`config.mk`:
```
export PLATFORM = sky130hd
export DESIGN_NAME = dm_access_arbiter
export DESIGN_NICKNAME = d
export VERILOG_FILES = /design/src/rtl/dm_arb_pkg.sv /design/src/rtl/dm_arb_pick.sv /design/src/rtl/dm_access_arbiter.sv
export SDC_FILE = /design/constraint.sdc
export NUM_CORES = 1
export LEC_CHECK = 0
export ABC_AREA = 1
export CORE_ASPECT_RATIO = 0.7
export CORE_MARGIN = 3
export CORE_UTILIZATION = 38
export DETAILED_ROUTE_END_ITERATION = 10
export GPL_TIMING_DRIVEN = 0
export PLACE_DENSITY_LB_ADDON = 0.15
export SKIP_CTS_REPAIR_TIMING = 1
export SLEW_MARGIN = 20
export SYNTH_ARGS = -nofsm -noshare
export SYNTH_HDL_FRONTEND = slang
export SYNTH_SLANG_ARGS = --single-unit
```
`constraint.sdc`:
```
create_clock -name clk -period 2.4 [get_ports clk]
set_clock_uncertainty 0.2 [all_clocks]
set_input_delay 0.6 -clock clk [delete_from_list [all_inputs] [get_ports clk]]
set_output_delay 0.6 -clock clk [all_outputs]
set_load 0.02 [all_outputs]
```
`src/rtl/dm_arb_pkg.sv`:
```
// dm_arb_pkg: shared encodings for the data memory access arbiter.
package dm_arb_pkg;

    // Sequencer states
    localparam logic [1:0] IDLE   = 2'b00;
    localparam logic [1:0] ACCESS = 2'b01;
    localparam logic [1:0] WAIT   = 2'b10;
    localparam logic [1:0] RESP   = 2'b11;

    // Requester identity
    localparam logic OWN_CPU = 1'b0;
    localparam logic OWN_LDR = 1'b1;

    // Largest supported memory read latency
    localparam int RD_LAT_MAX = 3;

    // Round-robin choice on a tie: whoever was not served last.
    function automatic logic rr_pick(input logic last_owner);
        return (last_owner == OWN_CPU) ? OWN_LDR : OWN_CPU;
    endfunction

endpackage

```
`src/rtl/dm_arb_pick.sv`:
```
// dm_arb_pick: two-way requester picker (CPU vs loader).
// Build macro DM_ARB_LDR_PRIO_EN: when defined the loader wins every tie and
// last_owner is ignored; otherwise ties alternate round robin.
module dm_arb_pick
    import dm_arb_pkg::*;
(
    input  logic cpu_req,
    input  logic ldr_req,
    input  logic last_owner,
    output logic valid,
    output logic owner
);

    // Select the owner for the next access from the pending requests.
    always_comb begin
        valid = cpu_req | ldr_req;
        owner = OWN_CPU;
        if (cpu_req && ldr_req) begin
`ifdef DM_ARB_LDR_PRIO_EN
            owner = OWN_LDR;
`else
            owner = rr_pick(last_owner);
`endif
        end else if (ldr_req) begin
            owner = OWN_LDR;
        end
    end

endmodule

```
`src/rtl/dm_access_arbiter.sv`:
```
// dm_access_arbiter: shares the single-port data memory between the CPU
// controller and the program/debug loader. Each access is sequenced as
// capture (IDLE) -> one-cycle strobe (ACCESS) -> read wait (WAIT) -> done (RESP).
// Build macro DM_ARB_LDR_PRIO_EN selects fixed loader priority (see dm_arb_pick).
module dm_access_arbiter
    import dm_arb_pkg::*;
#(
    parameter int AW     = 4,
    parameter int DW     = 8,
    parameter int RD_LAT = 1
) (
    input  logic          clk,
    input  logic          rst,
    input  logic          cpu_req,
    input  logic          cpu_we,
    input  logic [AW-1:0] cpu_addr,
    input  logic [DW-1:0] cpu_wdata,
    output logic          cpu_gnt,
    output logic          cpu_done,
    output logic [DW-1:0] cpu_rdata,
    input  logic          ldr_req,
    input  logic          ldr_we,
    input  logic [AW-1:0] ldr_addr,
    input  logic [DW-1:0] ldr_wdata,
    output logic          ldr_gnt,
    output logic          ldr_done,
    output logic [DW-1:0] ldr_rdata,
    output logic [AW-1:0] dm_addr,
    output logic [DW-1:0] dm_wdata,
    output logic          dm_we,
    input  logic [DW-1:0] dm_rdata,
    output logic          busy
);

    localparam int               CNT_W    = $clog2(RD_LAT_MAX + 1);
    localparam logic [CNT_W-1:0] LAT_LOAD = CNT_W'(RD_LAT);
    localparam logic [CNT_W-1:0] CNT_ONE  = CNT_W'(1);

    logic [1:0]       state;
    logic [CNT_W-1:0] cnt;
    logic             last_owner;
    logic             owner;
    logic             cap_we;
    logic [AW-1:0]    cap_addr;
    logic [DW-1:0]    cap_wdata;
    logic [DW-1:0]    cpu_rdata_q;
    logic [DW-1:0]    ldr_rdata_q;
    logic             pick_valid;
    logic             pick_owner;
    logic             wait_last;

    dm_arb_pick u_pick (
        .cpu_req    (cpu_req),
        .ldr_req    (ldr_req),
        .last_owner (last_owner),
        .valid      (pick_valid),
        .owner      (pick_owner)
    );

    assign wait_last = (state == WAIT) && (cnt == CNT_ONE);

    // Access sequencer: capture the winner's command, strobe, wait out read latency, release.
    always_ff @(posedge clk or posedge rst) begin
        if (rst) begin
            state      <= IDLE;
            cnt        <= '0;
            last_owner <= OWN_LDR;
            owner      <= OWN_CPU;
            cap_we     <= 1'b0;
            cap_addr   <= '0;
            cap_wdata  <= '0;
        end else begin
            case (state)
                IDLE: begin
                    if (pick_valid) begin
                        owner <= pick_owner;
                        if (pick_owner == OWN_LDR) begin
                            cap_we    <= ldr_we;
                            cap_addr  <= ldr_addr;
                            cap_wdata <= ldr_wdata;
                        end else begin
                            cap_we    <= cpu_we;
                            cap_addr  <= cpu_addr;
                            cap_wdata <= cpu_wdata;
                        end
                        state <= ACCESS;
                    end
                end
                ACCESS: begin
                    if (cap_we) begin
                        state <= RESP;
                    end else begin
                        cnt   <= LAT_LOAD;
                        state <= WAIT;
                    end
                end
                WAIT: begin
                    cnt <= cnt - CNT_ONE;
                    if (wait_last) begin
                        state <= RESP;
                    end
                end
                RESP: begin
                    last_owner <= owner;
                    state      <= IDLE;
                end
                default: state <= IDLE;
            endcase
        end
    end

    // Read data lands in the owner's register on the final wait cycle and is held until its next read.
    always_ff @(posedge clk or posedge rst) begin
        if (rst) begin
            cpu_rdata_q <= '0;
            ldr_rdata_q <= '0;
        end else if (wait_last) begin
            if (owner == OWN_LDR) begin
                ldr_rdata_q <= dm_rdata;
            end else begin
                cpu_rdata_q <= dm_rdata;
            end
        end
    end

    assign cpu_gnt   = (state == ACCESS) && (owner == OWN_CPU);
    assign ldr_gnt   = (state == ACCESS) && (owner == OWN_LDR);
    assign cpu_done  = (state == RESP) && (owner == OWN_CPU);
    assign ldr_done  = (state == RESP) && (owner == OWN_LDR);
    assign dm_we     = (state == ACCESS) && cap_we;
    assign dm_addr   = cap_addr;
    assign dm_wdata  = cap_wdata;
    assign cpu_rdata = cpu_rdata_q;
    assign ldr_rdata = ldr_rdata_q;
    assign busy      = (state != IDLE);

endmodule
```
==> reports/metrics.cfg <==
[outcome]
status = finished clean

[layout]
instances_no_fill = 358
diodes = 0
nets = 349
multi_input_area_sq_um = 653.1
fin_area_sq_um = 2634
fillers = 362
layout-drive-gt1-share_pct = 6.209
seq_area_sq_um = 878.3
areaGrowthSynthToFinish_pct = 51.66
utilization_pct = 63.31

[power]
power_density_nw_per_um2 = 1283
static-leakage-power_nw = 1.444
irDropWorstVdd_mv = 0.7345

[grt]
grt_pass1_vias = 1577
grt_pass1_wl_mm = 7.293
overflow = 0
antenna_found_initial = 0
grt_max_degree = 36
grt_usage_pct = 16.94

[clock_network]
worstSkewPairLatency_ns = 0.28
cts_buffer_depth = 2
path_clk_slew_ns = 0.07
cts.sinks = 35
cts_tree = yes
cts-root-buf = clkbuf_8
numCtsBuffers = 5
htree_levels = 2

[routing]
wl_mm = 4.303
drcViolationCount = 0
via_per_inst = 4.573
wire_per_inst_microns = 12.02
detail-route-antenna-nets = 0
drt_iter0_drc = 53
vias = 1637
first_pass_iters = 4

[logic_synthesis]
yosysSeqAreaShare_pct = 50.50
syn_nets = 271
synth_cells = 227
ys_ff_latch = 35
synth_area_sq_um = 1737
postSynthAreaPerCell_sq_um = 7.651
ys_warn_count = 0
synth.distinct_cells = 16

[sta]
fmax_mhz = 450.4
setup_violations = 0
worst_slew_pin_slew_ns = 0.7204
timing.final.ws_setup_ns = 0.1799
timing_hold_violations_final = 0
rsz0062_at_grt = false
slew_violations = 0
period_share_pct = 92.50
max_slew_margin_pct = 51.90
hold_slack_ns = 0.2659
finalWorstPathRequiredPeriod_ns = 2.220

[setup_path]
crit_fanout = 5
cp-end-kind = output pin
worst-setup-path-type = flip-flop to output pin
critical_path_required_ns = 1.60
cp.arrival_ns = 1.42
cp-start-kind = flip-flop

[placed_design]
port_buffers = 71
gp_congestion = 0.7601
place_inst = 350
place_ws_ns = 0.01762
placed_cell_area_sq_um = 2512
dp_hpwl_mm = 3.265

[die]
design.die.area_sq_um = 5430
die_x_microns = 86.80
row_count = 19
die_h_microns = 62.56
num_io_pins = 72
core_sq_um = 4160
start_util_pct = 41.74

[flow_run]
drv_cap = 0

[min_path]
hold_class = flip-flop to flip-flop

-- state kept, by name, summed over array words and instances, names as in the netlist --
signal / cells
ldr_rdata: 8
dm_addr: 4
cnt: 2
owner: 1
state: 2
cap_we: 1
cpu_rdata: 8
dm_wdata: 8
last_owner: 1
-- metrics by stage --
| step | total power, mW | TNS, ns |
|---|---|---|
| final | 3.379 | 0 |
| after global routing | 3.659 | 0 |
| after CTS | 3.432 | -1.041 |
| after detailed placement | 2.869 | 0 |
| after global placement | 2.829 | -0.7296 |
| after floorplan | 2.051 | 0 |
-- placed cells by master, fill, tap and decap left out, types with 4 or more instances in the layout --
cell type,Yosys,routed
clkbuf_1,4,4
nand3_1,31,31
inv_1,47,46
clkdlybuf4s50_1,0,65
o21ai_0,18,18
dfrtp_1,34,33
clkbuf_8,0,6
ha_1,6,5
nand2_1,73,73
nor2_1,5,5
dlymetal6s2s_1,0,4
-- cells by family after synthesis --
logic type                 Yosys count  synth area share, %
AOI/OAI and AO/OA                   20                5.980
adders and majority gates            6                4.323
buffers and inverters               54                12.03
DFF                                 35                50.50
muxes                                1               0.5764
and+or+nand+nor                    111                26.59
-- path summary, 6_finish.rpt --
| path | slack, ns | end | cells past startpoint | start |
|---|---|---|---|---|
| max | 0.18 | dm_we | 5 | state[1]$_DFFE_PP0P_ |
| min | 0.27 | last_owner$_DFFE_PP1N_ | 2 | last_owner$_DFFE_PP1N_ |
| max reg2reg | 0.51 | ldr_rdata[2]$_DFFE_PP0P_ | 5 | state[0]$_DFFE_PP0P_ |
| min reg2reg | 0.27 | last_owner$_DFFE_PP1N_ | 2 | last_owner$_DFFE_PP1N_ |
| max in group asynchronous | 0.94 | state[0]$_DFFE_PP0P_ | 2 | rst |
| min in group asynchronous | 0.55 | dm_wdata[2]$_DFFE_PP0P_ | 2 | rst |
-- layout make-up --
type                       instances  area share (%)
timing repair buffer              71           26.98
clock buffer                       6           3.135
tap                               52           2.470
multi-input combinational        138           24.80
inverter                          47           6.698
clock inverter                     2           1.330
buffer                             7           1.235
sequential                        35           33.35
-- report_power, final --
group          switching, mW  total, mW  internal (mW)
sequential             0.187       1.09          0.898
combinational          0.969       1.75          0.780
clock                  0.208      0.544          0.336
total                   1.36       3.38           2.01
-- synthesized netlist by cell type --
cell type	count	area share (%)
o21ai_0	18	5.2
a21oi_1	1	0.29
buf_4	1	0.43
buf_2	2	0.58
dfstp_2	1	1.5
clkbuf_1	4	0.86
nand3b_1	1	0.43
dfrtp_1	34	49
inv_1	47	10
ha_1	6	4.3
o21ai_2	1	0.50
nor2_1	5	1.1
mux2i_1	1	0.58
nand3_1	31	8.9
nand2_1	73	16
nor2_2	1	0.36
-- critical path, cell delays in order (launching register included) --
cell and delay, ns:
dfrtp_1 0.43, inv_1 0.14, ha_2 0.23, nand2_1 0.09, inv_1 0.09, clkbuf_2 0.17
-- per-layer routing --
layer  wire [microns]  global-route usage [%]
met4               37                   4.669
met5                0                       0
met3              320                   5.665
met2             1976                   25.76
met1             1968                   22.90
No activity file was read; power rests on OpenSTA's default activity.
